## config.mk

```make
export PLATFORM = sky130hd
export DESIGN_NAME = fp_mult_result_fifo
export DESIGN_NICKNAME = d
export VERILOG_FILES = /design/src/rtl/fp_mult_result_fifo.sv
export SDC_FILE = /design/constraint.sdc
export NUM_CORES = 1
export LEC_CHECK = 0
export CAP_MARGIN = 0
export CORE_MARGIN = 2
export CORE_UTILIZATION = 54
export CTS_CLUSTER_DIAMETER = 100
export CTS_CLUSTER_SIZE = 16
export DETAILED_ROUTE_END_ITERATION = 12
export PLACE_DENSITY = 0.82
export SYNTH_ARGS = -nofsm -noshare
export SYNTH_HDL_FRONTEND = slang
export SYNTH_SLANG_ARGS = --single-unit
```

## constraint.sdc

```tcl
create_clock -name clk -period 11.3 [get_ports clk]
set_input_delay 1.13 -clock clk [delete_from_list [all_inputs] [get_ports clk]]
set_output_delay 1.13 -clock clk [all_outputs]
set_load 0.005 [all_outputs]
```

## src/rtl/fp_mult_result_fifo.sv

```systemverilog
// Result FIFO behind the combinational FP multiplier: product + {exc,ovf,unf} flags, sticky status,
// and optional saturating event counters (enable with macro FPM_RES_CNT_EN).
module fp_mult_result_fifo #(
  parameter int unsigned DEPTH = 4,
  parameter int unsigned CNT_W = 16
) (
  input  logic                     clk,
  input  logic                     rst_n,
  input  logic                     in_valid,
  output logic                     in_ready,
  input  logic [31:0]              in_result,
  input  logic                     in_exception,
  input  logic                     in_overflow,
  input  logic                     in_underflow,
  output logic                     out_valid,
  input  logic                     out_ready,
  output logic [31:0]              out_result,
  output logic [2:0]               out_flags,
  output logic [$clog2(DEPTH):0]   level,
  input  logic                     clr_sticky,
  output logic [2:0]               sticky_flags,
  output logic [CNT_W-1:0]         cnt_total,
  output logic [CNT_W-1:0]         cnt_exc,
  output logic [CNT_W-1:0]         cnt_ovf,
  output logic [CNT_W-1:0]         cnt_unf
);

  localparam int unsigned AW    = $clog2(DEPTH);
  localparam int unsigned PTR_W = AW + 1;
  localparam int unsigned ENT_W = 35;

  logic [ENT_W-1:0] mem [DEPTH];
  logic [PTR_W-1:0] wr_ptr, rd_ptr;
  logic [PTR_W-1:0] wr_ptr_nxt, rd_ptr_nxt;
  logic             push, pop;
  logic             full_nxt, empty_nxt;
  logic [2:0]       in_flags;
  logic [2:0]       sticky_nxt;
  logic [ENT_W-1:0] head;

  assign in_flags = {in_exception, in_overflow, in_underflow};
  assign push     = in_valid & in_ready;
  assign pop      = out_valid & out_ready;

  // Next-state pointer arithmetic; status flags are registered from it.
  always_comb begin
    wr_ptr_nxt = wr_ptr + PTR_W'(push);
    rd_ptr_nxt = rd_ptr + PTR_W'(pop);
    full_nxt   = (wr_ptr_nxt[AW] != rd_ptr_nxt[AW]) &&
                 (wr_ptr_nxt[AW-1:0] == rd_ptr_nxt[AW-1:0]);
    empty_nxt  = (wr_ptr_nxt == rd_ptr_nxt);
    sticky_nxt = (clr_sticky ? 3'b000 : sticky_flags) | (push ? in_flags : 3'b000);
  end

  always_ff @(posedge clk or negedge rst_n) begin
    if (!rst_n) begin
      wr_ptr       <= '0;
      rd_ptr       <= '0;
      in_ready     <= 1'b1;
      out_valid    <= 1'b0;
      level        <= '0;
      sticky_flags <= 3'b000;
    end else begin
      wr_ptr       <= wr_ptr_nxt;
      rd_ptr       <= rd_ptr_nxt;
      in_ready     <= !full_nxt;
      out_valid    <= !empty_nxt;
      level        <= wr_ptr_nxt - rd_ptr_nxt;
      sticky_flags <= sticky_nxt;
    end
  end

  // Storage carries no reset; contents are only observed through valid entries.
  always_ff @(posedge clk) begin
    if (push) mem[wr_ptr[AW-1:0]] <= {in_flags, in_result};
  end

  assign head       = mem[rd_ptr[AW-1:0]];
  assign out_result = out_valid ? head[31:0]  : 32'd0;
  assign out_flags  = out_valid ? head[34:32] : 3'b000;

`ifdef FPM_RES_CNT_EN
  // Saturating increment; a clear in the same cycle restarts from zero before counting.
  function automatic logic [CNT_W-1:0] sat_inc(input logic [CNT_W-1:0] v,
                                               input logic clr, input logic inc);
    logic [CNT_W-1:0] base;
    base = clr ? '0 : v;
    return (inc && (base != '1)) ? base + CNT_W'(1) : base;
  endfunction

  always_ff @(posedge clk or negedge rst_n) begin
    if (!rst_n) begin
      cnt_total <= '0;
      cnt_exc   <= '0;
      cnt_ovf   <= '0;
      cnt_unf   <= '0;
    end else begin
      cnt_total <= sat_inc(cnt_total, clr_sticky, push);
      cnt_exc   <= sat_inc(cnt_exc,   clr_sticky, push & in_exception);
      cnt_ovf   <= sat_inc(cnt_ovf,   clr_sticky, push & in_overflow);
      cnt_unf   <= sat_inc(cnt_unf,   clr_sticky, push & in_underflow);
    end
  end
`else
  assign cnt_total = '0;
  assign cnt_exc   = '0;
  assign cnt_ovf   = '0;
  assign cnt_unf   = '0;
`endif

endmodule

```

==> flow_summary.json, run 1 <==
{
  "status": "complete, no violations",
  "simple_gate_portion_of_the_synthesized_area_pct": 4.36,
  "cts_buffer_depth": 2,
  "unrepaired_setup_endpoints_after_global_routing": "false",
  "worst_path_buffer_plus_inverter_count": 2,
  "wirelength_microns": 10300,
  "timing.critical_path.cells": "buf_4 > mux4_1 > and2_1 > clkdlybuf4s50_1",
  "drtIter0Drc": 131,
  "postSynthRegisterBits": 154,
  "place_inst": 553,
  "slew_viol_final": 0,
  "gp_routability_congestion": 0.736,
  "initial_utilization_pct": 55.8,
  "cts_resized": 0,
  "grt_first_pass_wirelength_microns": 16200,
  "route.vias.total": 2975,
  "post_synth_most_frequent_cells": "140 x edfxtp_1, 64 x buf_4, 36 x and2_1",
  "hp-class": "reg -> reg",
  "num-nets-final": 475,
  "cts_hold_buffers": 0,
  "required_ns": 10.17,
  "synth-xor-area-share_pct": 0.685,
  "input_output_buffers": 82,
  "total_cts_buffers": 17,
  "max_vdd_drop_uv": 199,
  "worst-setup-path-type": "reg -> out",
  "clock_tree.htree_level_count": 4,
  "grt_max_degree": 38,
  "pwr-share-comb_pct": 31.3,
  "antennaDiodeCount": 0,
  "io_pins": 147,
  "critPathSlowestCell": "dfrtp_2",
  "switching_power_uw": 508,
  "synthCells": 335,
  "vias_in_the_first_global_route": 3056,
  "postSynth.topFlopCell": "edfxtp_1",
  "drive_above_1_share_pct": 15.2,
  "cts_tree": "built",
  "dp.final_hpwl_microns": 6270,
  "aggregate_global_routing_overflow": 0,
  "timing.clock.skew_ns": 0.00701,
  "synth-adder-area-share_pct": 1.17,
  "fillCellCount": 759,
  "gr-usage-all-layers_pct": 17.2,
  "die_area_sq_um": 12700,
  "hold_end": "wr_ptr[2]",
  "worstSetupStartpointType": "register",
  "drv.max_cap_violation_count": 0,
  "timing.rr.end": "level[2]",
  "wl_per_cell_microns": 17.7,
  "yosysUniqueCellTypes": 26,
  "timing.critical_path.arrival_ns": 2.82,
  "post-route-period-util_pct": 34.9,
  "cp_slowest_stage_delay_ns": 0.69,
  "reg2reg_depth": 7,
  "yosys.area.top_type_share_pct": 65.7,
  "clock.fmax_ghz": 0.253,
  "p_sw_share_pct": 25.9,
  "power_leakage_nw": 2.72,
  "avgSynthCellArea_sq_um": 19.1,
  "worst-path-max-fanout": 21,
  "synthDominantAreaCellType": "edfxtp_1",
  "worstSetupEndpointType": "primary output",
  "ff2ff_setup_slack_ns": 8.81,
  "yosys.cell_count.top_type": "edfxtp_1",
  "floorplan.rows": 39,
  "timing.critical_path.max_delay_family": "buffers and inverters",
  "post-route-drc-count": 0,
  "worst_slew_pin_slew_ns": 1.15,
  "timing_hold_violations_final": 0,
  "yosys-top-cells-area": "edfxtp_1 66%, mux4_2 11%, buf_4 7.5%, dfrtp_1 5.1%, and2_1 3.5%",
  "internal_power_mw": 1.45,
  "antenna_violating_nets_post_route": 0,
  "grt_antenna_before_repair": 0,
  "power_share_of_the_sequential_group_pct": 42.4,
  "min-delay-start": "wr_ptr[2]",
  "core_area_sq_um": 11500,
  "power_share_of_the_clock_group_pct": 26.2,
  "timing.max_slew.rel_slack_pct": 22.8,
  "vias_per_cell": 5.10,
  "whs_path_depth": 1,
  "powerDensity_nw_per_um2": 256,
  "synth_edf_count": 140,
  "cts.root.buffer_cell": "clkbuf_16",
  "post_cts_setup_repair_bufs": 0,
  "firstDrtPassIters": 4,
  "compound_gate_portion_of_the_synthesized_area_pct": 0.313,
  "synthesis.yosys.warnings": 0,
  "main_combinational_cell_family_by_area_after_synthesis": "multiplexers",
  "fin_setup_tns_ns": 0,
  "cts.reportedPaths.clkPinSlew_ns": 0.06,
  "clk-insertion-delay-late_ns": 0.41,
  "post_synth_instance_area_sq_um": 6400,
  "regToRegStartpoint": "out_valid",
  "cts.sinks": 154,
  "area.growth.synth_to_final_pct": 19.6,
  "fp.dieH_microns": 113,
  "fp.dieW_microns": 113,
  "finish.cell_count_without_fillers": 583,
  "synth.mux.area_fraction_pct": 12.6,
  "finalWorstPathRequiredPeriod_ns": 3.95,
  "timing.final.setup_violations": 0,
  "proportion_of_synthesized_chip_area_in_sequential_cells_pct": 71.2,
  "ys_async_sr_fraction_pct": 9.09
}
how the worst max path moves through the flow:
stage               from           end  depth (start not counted)
2_1_floorplan   in_valid     mem[1][0]                          2
3_3_place_gp   rd_ptr[0]  out_flags[0]                          4
3_5_place_dp   rd_ptr[0]  out_flags[1]                          4
4_1_cts        rd_ptr[0]  out_flags[1]                          4
5_1_grt        rd_ptr[0]  out_flags[1]                          4
6_report       rd_ptr[0]  out_flags[1]                          4
power by group through the flow:
stage,logic (mW),registers (mW),clock network [mW]
2_1_floorplan,0.418,0.790,0
3_3_place_gp,0.615,0.838,0
3_5_place_dp,0.622,0.847,0
4_1_cts,0.628,0.836,0.525
5_1_grt,0.673,0.848,0.550
6_report,0.614,0.832,0.514
final cells by class:
type | instances | area (sq um) | share of cell area, %
inverters | 8 | 30.0 | 0.393
repair buffers | 87 | 858 | 11.2
multi-input cells | 161 | 1480 | 19.4
flip-flops and latches | 154 | 4560 | 59.6
clock inverters | 11 | 106 | 1.39
clock buffers | 19 | 433 | 5.66
well taps | 143 | 179 | 2.34
per-layer routing:
| layer | up-vias | part of all wire (%) | track usage [%] |
|---|---|---|---|
| li1 | 1333 | - | - |
| met1 | 1477 | 42 | 22.5 |
| met2 | 153 | 49 | 27.2 |
| met3 | 12 | 7.5 | 5.84 |
| met4 | 0 | 1.0 | 6.59 |
| met5 | - | 0 | 0 |
cell families after synthesis:
logic type | after synthesis
compound gates | 4
xor+xnor | 5
fa+ha+maj | 6
buf+inv | 83
flops | 154
mux | 35
other cells | 1
simple gates | 47
per-stage QoR:
step | power [mW] | utilization [%] | hold slack [ns] | area, sq um | setup WS (ns)
after CTS | 1.99 | 66.7 | 0.492 | 7650 | 7.26
after global placement | 1.45 | 62.0 | 0.464 | 7110 | 7.73
after detailed placement | 1.47 | 62.0 | 0.483 | 7110 | 7.72
after floorplan | 1.21 | - | 0.447 | 6630 | 7.00
final | 1.96 | 66.7 | 0.501 | 7650 | 7.35
after global routing | 2.07 | 66.7 | 0.520 | 7650 | 7.15
state kept, by name, indices dropped and copies added, names as in the netlist:
signal / flops
mem: 140
level: 3
rd_ptr: 3
sticky_flags: 3
wr_ptr: 3
in_ready: 1
out_valid: 1
cells in the final DEF, fill, tap and decap left out, drive strengths merged:
master           n
nand3b           1
xnor2            3
dfstp            1
o21ai            3
clkdlybuf4s50   82
nand2            5
buf              5
clkinvlp         2
clkinv           7
inv              8
nor2             1
bufinv           2
and2            36
clkbuf          19
and3             1
dfrtp           13
edfxtp         140
xor2             2
conb            64
nand3            1
ha               6
nor3             1
a21oi            1
mux4            35
nor3b            1
No activity file was read; power rests on OpenSTA's default activity.
==> run 2, diff against run 1 <==
Settings changed: CORE_UTILIZATION 54 to 45, PLACE_DENSITY 0.82 to 0.73.
Clock period 11.3 ns to 3.5 ns, I/O delays scaled along.
==> run 2 against run 1 <==
  * Register-to-register slack got worse by 7.4 ns
  * Sequential share of layout area is 1.5 points lower
  * Clock skew grew 0.00070 ns
  * Non-clock buffer count up 3
  * Count of clock-buffer cells in the layout increased by 1
  * Total power rose to 3.4 times the previous value
  * Utilization is 10 points lower
  * Critical path type unchanged
==> flow_summary.json, run 2 (synthesis gave the netlist of run 1 again) <==
{
  "timing.critical_path.cells": "buf_12 > mux4_2 > and2_1 > clkdlybuf4s50_1",
  "placement.cell_area_sq_um": 7210,
  "finalWorstPathRequiredPeriod_ns": 3.00,
  "cts.root.buffer_cell": "clkbuf_16",
  "worst-setup-path-type": "reg -> out",
  "firstDrtPassIters": 4,
  "worst_path_buffer_plus_inverter_count": 2,
  "utilization_pct": 56.5,
  "wl_per_cell_microns": 16.8,
  "post-route-drc-count": 0,
  "route.vias.total": 3019,
  "post_cts_setup_repair_bufs": 0,
  "clock.fmax_ghz": 0.334,
  "cp_slowest_stage_delay_ns": 0.81,
  "fin_setup_tns_ns": 0,
  "gr-usage-all-layers_pct": 15.2,
  "post_route_setup_slack_ns": 0.502,
  "drive_above_1_share_pct": 16.6,
  "post-route-period-util_pct": 85.7,
  "area.growth.synth_to_final_pct": 22.6,
  "max_vdd_drop_uv": 521,
  "cts_hold_buffers": 0,
  "worstSetupEndpointType": "primary output",
  "hp-class": "in -> async",
  "cts_buffer_depth": 2,
  "power_leakage_nw": 2.79,
  "post-route-cell-area_sq_um": 7840,
  "timing.final.setup_violations": 0,
  "path_depth": 4,
  "initial_utilization_pct": 46.1,
  "antenna_violating_nets_post_route": 0,
  "core_area_sq_um": 13900,
  "drv.max_cap_violation_count": 0,
  "critPathSlowestCell": "dfrtp_2",
  "reg2reg_depth": 4,
  "worst-path-max-fanout": 20,
  "fp.dieW_microns": 123,
  "clock_tree.htree_level_count": 4,
  "timing.max_slew.rel_slack_pct": 40.8,
  "wirelength_microns": 10500,
  "aggregate_global_routing_overflow": 0,
  "timing.critical_path.arrival_ns": 2.65,
  "grt_max_degree": 38,
  "dpl_worst_slack_ns": 0.872,
  "timing.clock.skew_ns": 0.00771,
  "cts_tree": "built",
  "multi_input_area_sq_um": 1490,
  "timing.critical_path.max_delay_family": "flip-flops",
  "num-nets-final": 478,
  "vias_in_the_first_global_route": 3119,
  "total_cts_buffers": 17,
  "power_mw": 6.64,
  "antennaDiodeCount": 0,
  "io_pins": 147,
  "mostFrequentLayoutCell": "edfxtp_1",
  "cts.sinks": 154,
  "drtIter0Drc": 233,
  "timing_hold_violations_final": 0,
  "layout.area.seq_sq_um": 4560,
  "status": "complete, no violations",
  "clk-insertion-delay-late_ns": 0.41,
  "cts_resized": 0,
  "unrepaired_setup_endpoints_after_global_routing": "false",
  "die_area_sq_um": 15200,
  "grt_first_pass_wirelength_microns": 16600,
  "required_ns": 3.15,
  "dp.final_hpwl_microns": 6570,
  "floorplan.rows": 43,
  "vias_per_cell": 4.83,
  "gp_routability_congestion": 0.700,
  "most-common-layout-cells": "140 x edfxtp_1, 82 x clkdlybuf4s50_1, 64 x conb_1, 36 x and2_1, 30 x mux4_2",
  "worst_slew_pin_slew_ns": 0.889,
  "fillCellCount": 1064,
  "cts.reportedPaths.clkPinSlew_ns": 0.06,
  "input_output_buffers": 82,
  "worstSetupStartpointType": "register",
  "fp.dieH_microns": 123,
  "slew_viol_final": 0,
  "powerDensity_nw_per_um2": 846,
  "grt_antenna_before_repair": 0,
  "largest_register_ffs": 140
}
## run 2: changes by cell type in the layout (fill, tap and decap cells not counted)
cell / previous run / this run
bufinv_16: 2 / 5
clkinv_1: 3 / 0
buf_12: 0 / 2
clkinv_4: 0 / 2
buf_4: 5 / 6
clkbuf_1: 2 / 3
clkinv_2: 4 / 3
nor3b_2: 1 / 0
nor3b_4: 0 / 1
## run 2: metal layers
metal  wire length, microns  global-route usage, %
met2                   5290                   25.5
met5                      0                      0
met1                   4400                   18.7
met3                    656                   4.94
met4                    131                   4.97
## run 2: through the flow
step | cells | hold slack, ns
after global routing | 625 | 0.344
after global placement | 593 | 0.465
final | 625 | 0.322
after detailed placement | 593 | 0.467
after floorplan | 398 | 0.0544
after CTS | 625 | 0.319
## run 2: final timing paths
path	start	endpoint	slack (ns)
setup reg to reg	in_ready	mem[3][22]	1.39
max in group asynchronous	rst_n	rd_ptr[0]	2.75
hold reg to reg	wr_ptr[2]	wr_ptr[2]	0.48
min in group clk	wr_ptr[2]	wr_ptr[2]	0.48
setup / recovery	rd_ptr[0]	out_result[23]	0.50
hold / removal	rst_n	level[1]	0.32
## run 2: layout make-up
| type | count | share of cell area [%] |
|---|---|---|
| flip-flops and latches | 154 | 58.1 |
| multi-input cells | 161 | 19.0 |
| repair buffers | 90 | 11.5 |
| clock buffers | 20 | 5.57 |
| well taps | 180 | 2.87 |
| clock inverters | 12 | 2.52 |
| inverters | 8 | 0.383 |
## run 2: power by group
part	switching, mW	total [mW]	internal, mW
Sequential	0.248	2.67	2.42
Clock	0.666	1.93	1.26
Combinational	0.769	2.04	1.27
==> run 3, diff against run 2 <==
Settings changed: REMOVE_ABC_BUFFERS from default to 1.
==> run 3 against run 2 <==
  * Register-to-register slack improved by 0.11 ns
  * Global-route usage rose by 0.15 points
  * Cell count rose by 0.64%
  * Flip-flop and latch count did not move
  * Via count fell by 0.86%
  * Critical path depth did not move
  * Utilization fell by 0.49 points
  * Maximum frequency rose by 10%
  * Wire length rose by 4.4%
  * Sequential power fell by 3%
==> flow_summary.json, run 3 (synthesis gave the netlist of run 1 again) <==
{
  "status": "complete, no violations",
  "num-nets-final": 482,
  "cts_resized": 0,
  "path_depth": 4,
  "dp.final_hpwl_microns": 7300,
  "antenna_violating_nets_post_route": 0,
  "setup.worst_path.start": "rd_ptr[0]",
  "clk-insertion-delay-late_ns": 0.41,
  "required_ns": 3.15,
  "gp_routability_congestion": 0.730,
  "post-route-period-util_pct": 77.9,
  "wirelength_microns": 10900,
  "worstSetupStartpointType": "register",
  "finish.cell_count_without_fillers": 629,
  "fp.dieH_microns": 123,
  "core_area_sq_um": 13900,
  "regToRegStartpoint": "out_valid",
  "ff2ff_setup_slack_ns": 1.50,
  "aggregate_global_routing_overflow": 0,
  "area.growth.synth_to_final_pct": 21.6,
  "timing.clock.skew_ns": 0.0107,
  "reg2reg_depth": 7,
  "timing.critical_path.cells": "buf_4 > mux4_2 > and2_1 > clkdlybuf4s50_1",
  "finalWorstPathRequiredPeriod_ns": 2.73,
  "input_output_buffers": 82,
  "gr-usage-all-layers_pct": 15.4,
  "io_pins": 147,
  "post-route-drc-count": 0,
  "fin_setup_tns_ns": 0,
  "initial_utilization_pct": 46.1,
  "firstDrtPassIters": 4,
  "cts_tree": "built",
  "met3_usage_pct": 4.57,
  "place_inst": 597,
  "route.vias.total": 2993,
  "worst-path-max-fanout": 14,
  "timing.critical_path.arrival_ns": 2.38,
  "drive_above_1_share_pct": 18.0,
  "wl_per_cell_microns": 17.4,
  "power_leakage_nw": 2.76,
  "powerDensity_nw_per_um2": 824,
  "cp_slowest_stage_delay_ns": 0.55,
  "cts_buffer_depth": 2,
  "fp.dieW_microns": 123,
  "drtIter0Drc": 227,
  "grt_first_pass_wirelength_microns": 16500,
  "cts.sinks": 154,
  "cts.root.buffer_cell": "clkbuf_16",
  "die_area_sq_um": 15200,
  "timing_hold_violations_final": 0,
  "floorplan.rows": 43,
  "grt-busiest-layer": "met2",
  "antennaDiodeCount": 0,
  "worst-setup-path-type": "reg -> out",
  "drv.max_cap_violation_count": 0,
  "slew_viol_final": 0,
  "largest_register_ffs": 140,
  "hp-class": "in -> async",
  "timing.max_slew.rel_slack_pct": 55.6,
  "grt_max_degree": 27,
  "vias_in_the_first_global_route": 3091,
  "post_cts_setup_repair_bufs": 0,
  "timing.critical_path.max_delay_family": "buffers and inverters",
  "post_route_setup_slack_ns": 0.774,
  "cts.reportedPaths.clkPinSlew_ns": 0.07,
  "placement.cell_area_sq_um": 7230,
  "worstSetupEndpointType": "primary output",
  "timing.final.setup_violations": 0,
  "worst_slew_pin_slew_ns": 0.664,
  "mostFrequentLayoutCell": "edfxtp_1",
  "cts_hold_buffers": 0,
  "clock.fmax_ghz": 0.367,
  "post-route-cell-area_sq_um": 7780,
  "unrepaired_setup_endpoints_after_global_routing": "false",
  "clock_tree.htree_level_count": 4,
  "total_cts_buffers": 17,
  "grtUsageMet2_pct": 25.3,
  "most-common-layout-cells": "140 x edfxtp_1, 82 x clkdlybuf4s50_1, 64 x conb_1, 36 x and2_1, 30 x mux4_2",
  "worst_path_buffer_plus_inverter_count": 2,
  "vias_per_cell": 4.76,
  "max_vdd_drop_uv": 462,
  "grt_util_met1_pct": 19.4,
  "dpl_worst_slack_ns": 1.15,
  "grt_antenna_before_repair": 0,
  "whs_ns": 0.335,
  "critPathSlowestCell": "mux4_2"
}
==> run 3: changes by cell type in the layout (fill, tap and decap cells not counted) <==
cell / previous run / this run
bufinv_16: 5 / 0
buf_4: 6 / 10
inv_6: 0 / 4
clkbuf_1: 3 / 0
clkinvlp_4: 2 / 4
clkinv_4: 2 / 3
inv_8: 0 / 1
nor3b_2: 0 / 1
nor3b_4: 1 / 0
==> run 3: stage by stage <==
stage,util [%],total power [mW]
after floorplan,-,3.74
after global placement,52.1,4.81
after detailed placement,52.1,4.85
after CTS,56.0,6.51
after global routing,56.0,6.76
final,56.0,6.41
==> run 3: path summary, 6_finish.rpt <==
check | end
worst max-delay path | out_result[20]
worst min-delay path | level[0]
worst max register to register | level[2]
worst min register to register | wr_ptr[2]
max in group asynchronous | rd_ptr[0]
min in group clk | wr_ptr[2]
==> run 3: power breakdown <==
part	internal, mW	leakage, nW	switching, mW
clock network	0.917	0.258	0.731
registers	2.42	1.44	0.156
logic	1.29	1.06	0.892
total	4.63	2.76	1.78
==> run 3: layout make-up <==
cell class | instances | area, sq um
tap | 180 | 225
multi-input combinational | 161 | 1480
sequential | 154 | 4560
timing repair buffer | 94 | 936
fill | 1085 | 6100
clock inverter | 15 | 118
inverter | 8 | 30.0
clock buffer | 17 | 425
==> run 3: per-layer routing <==
| layer | vias to the layer above | routed length, microns |
|---|---|---|
| met2 | 127 | 5500 |
| met3 | 11 | 655 |
| li1 | 1346 | - |
| met1 | 1509 | 4670 |
| met5 | - | 0 |
| met4 | 0 | 121 |
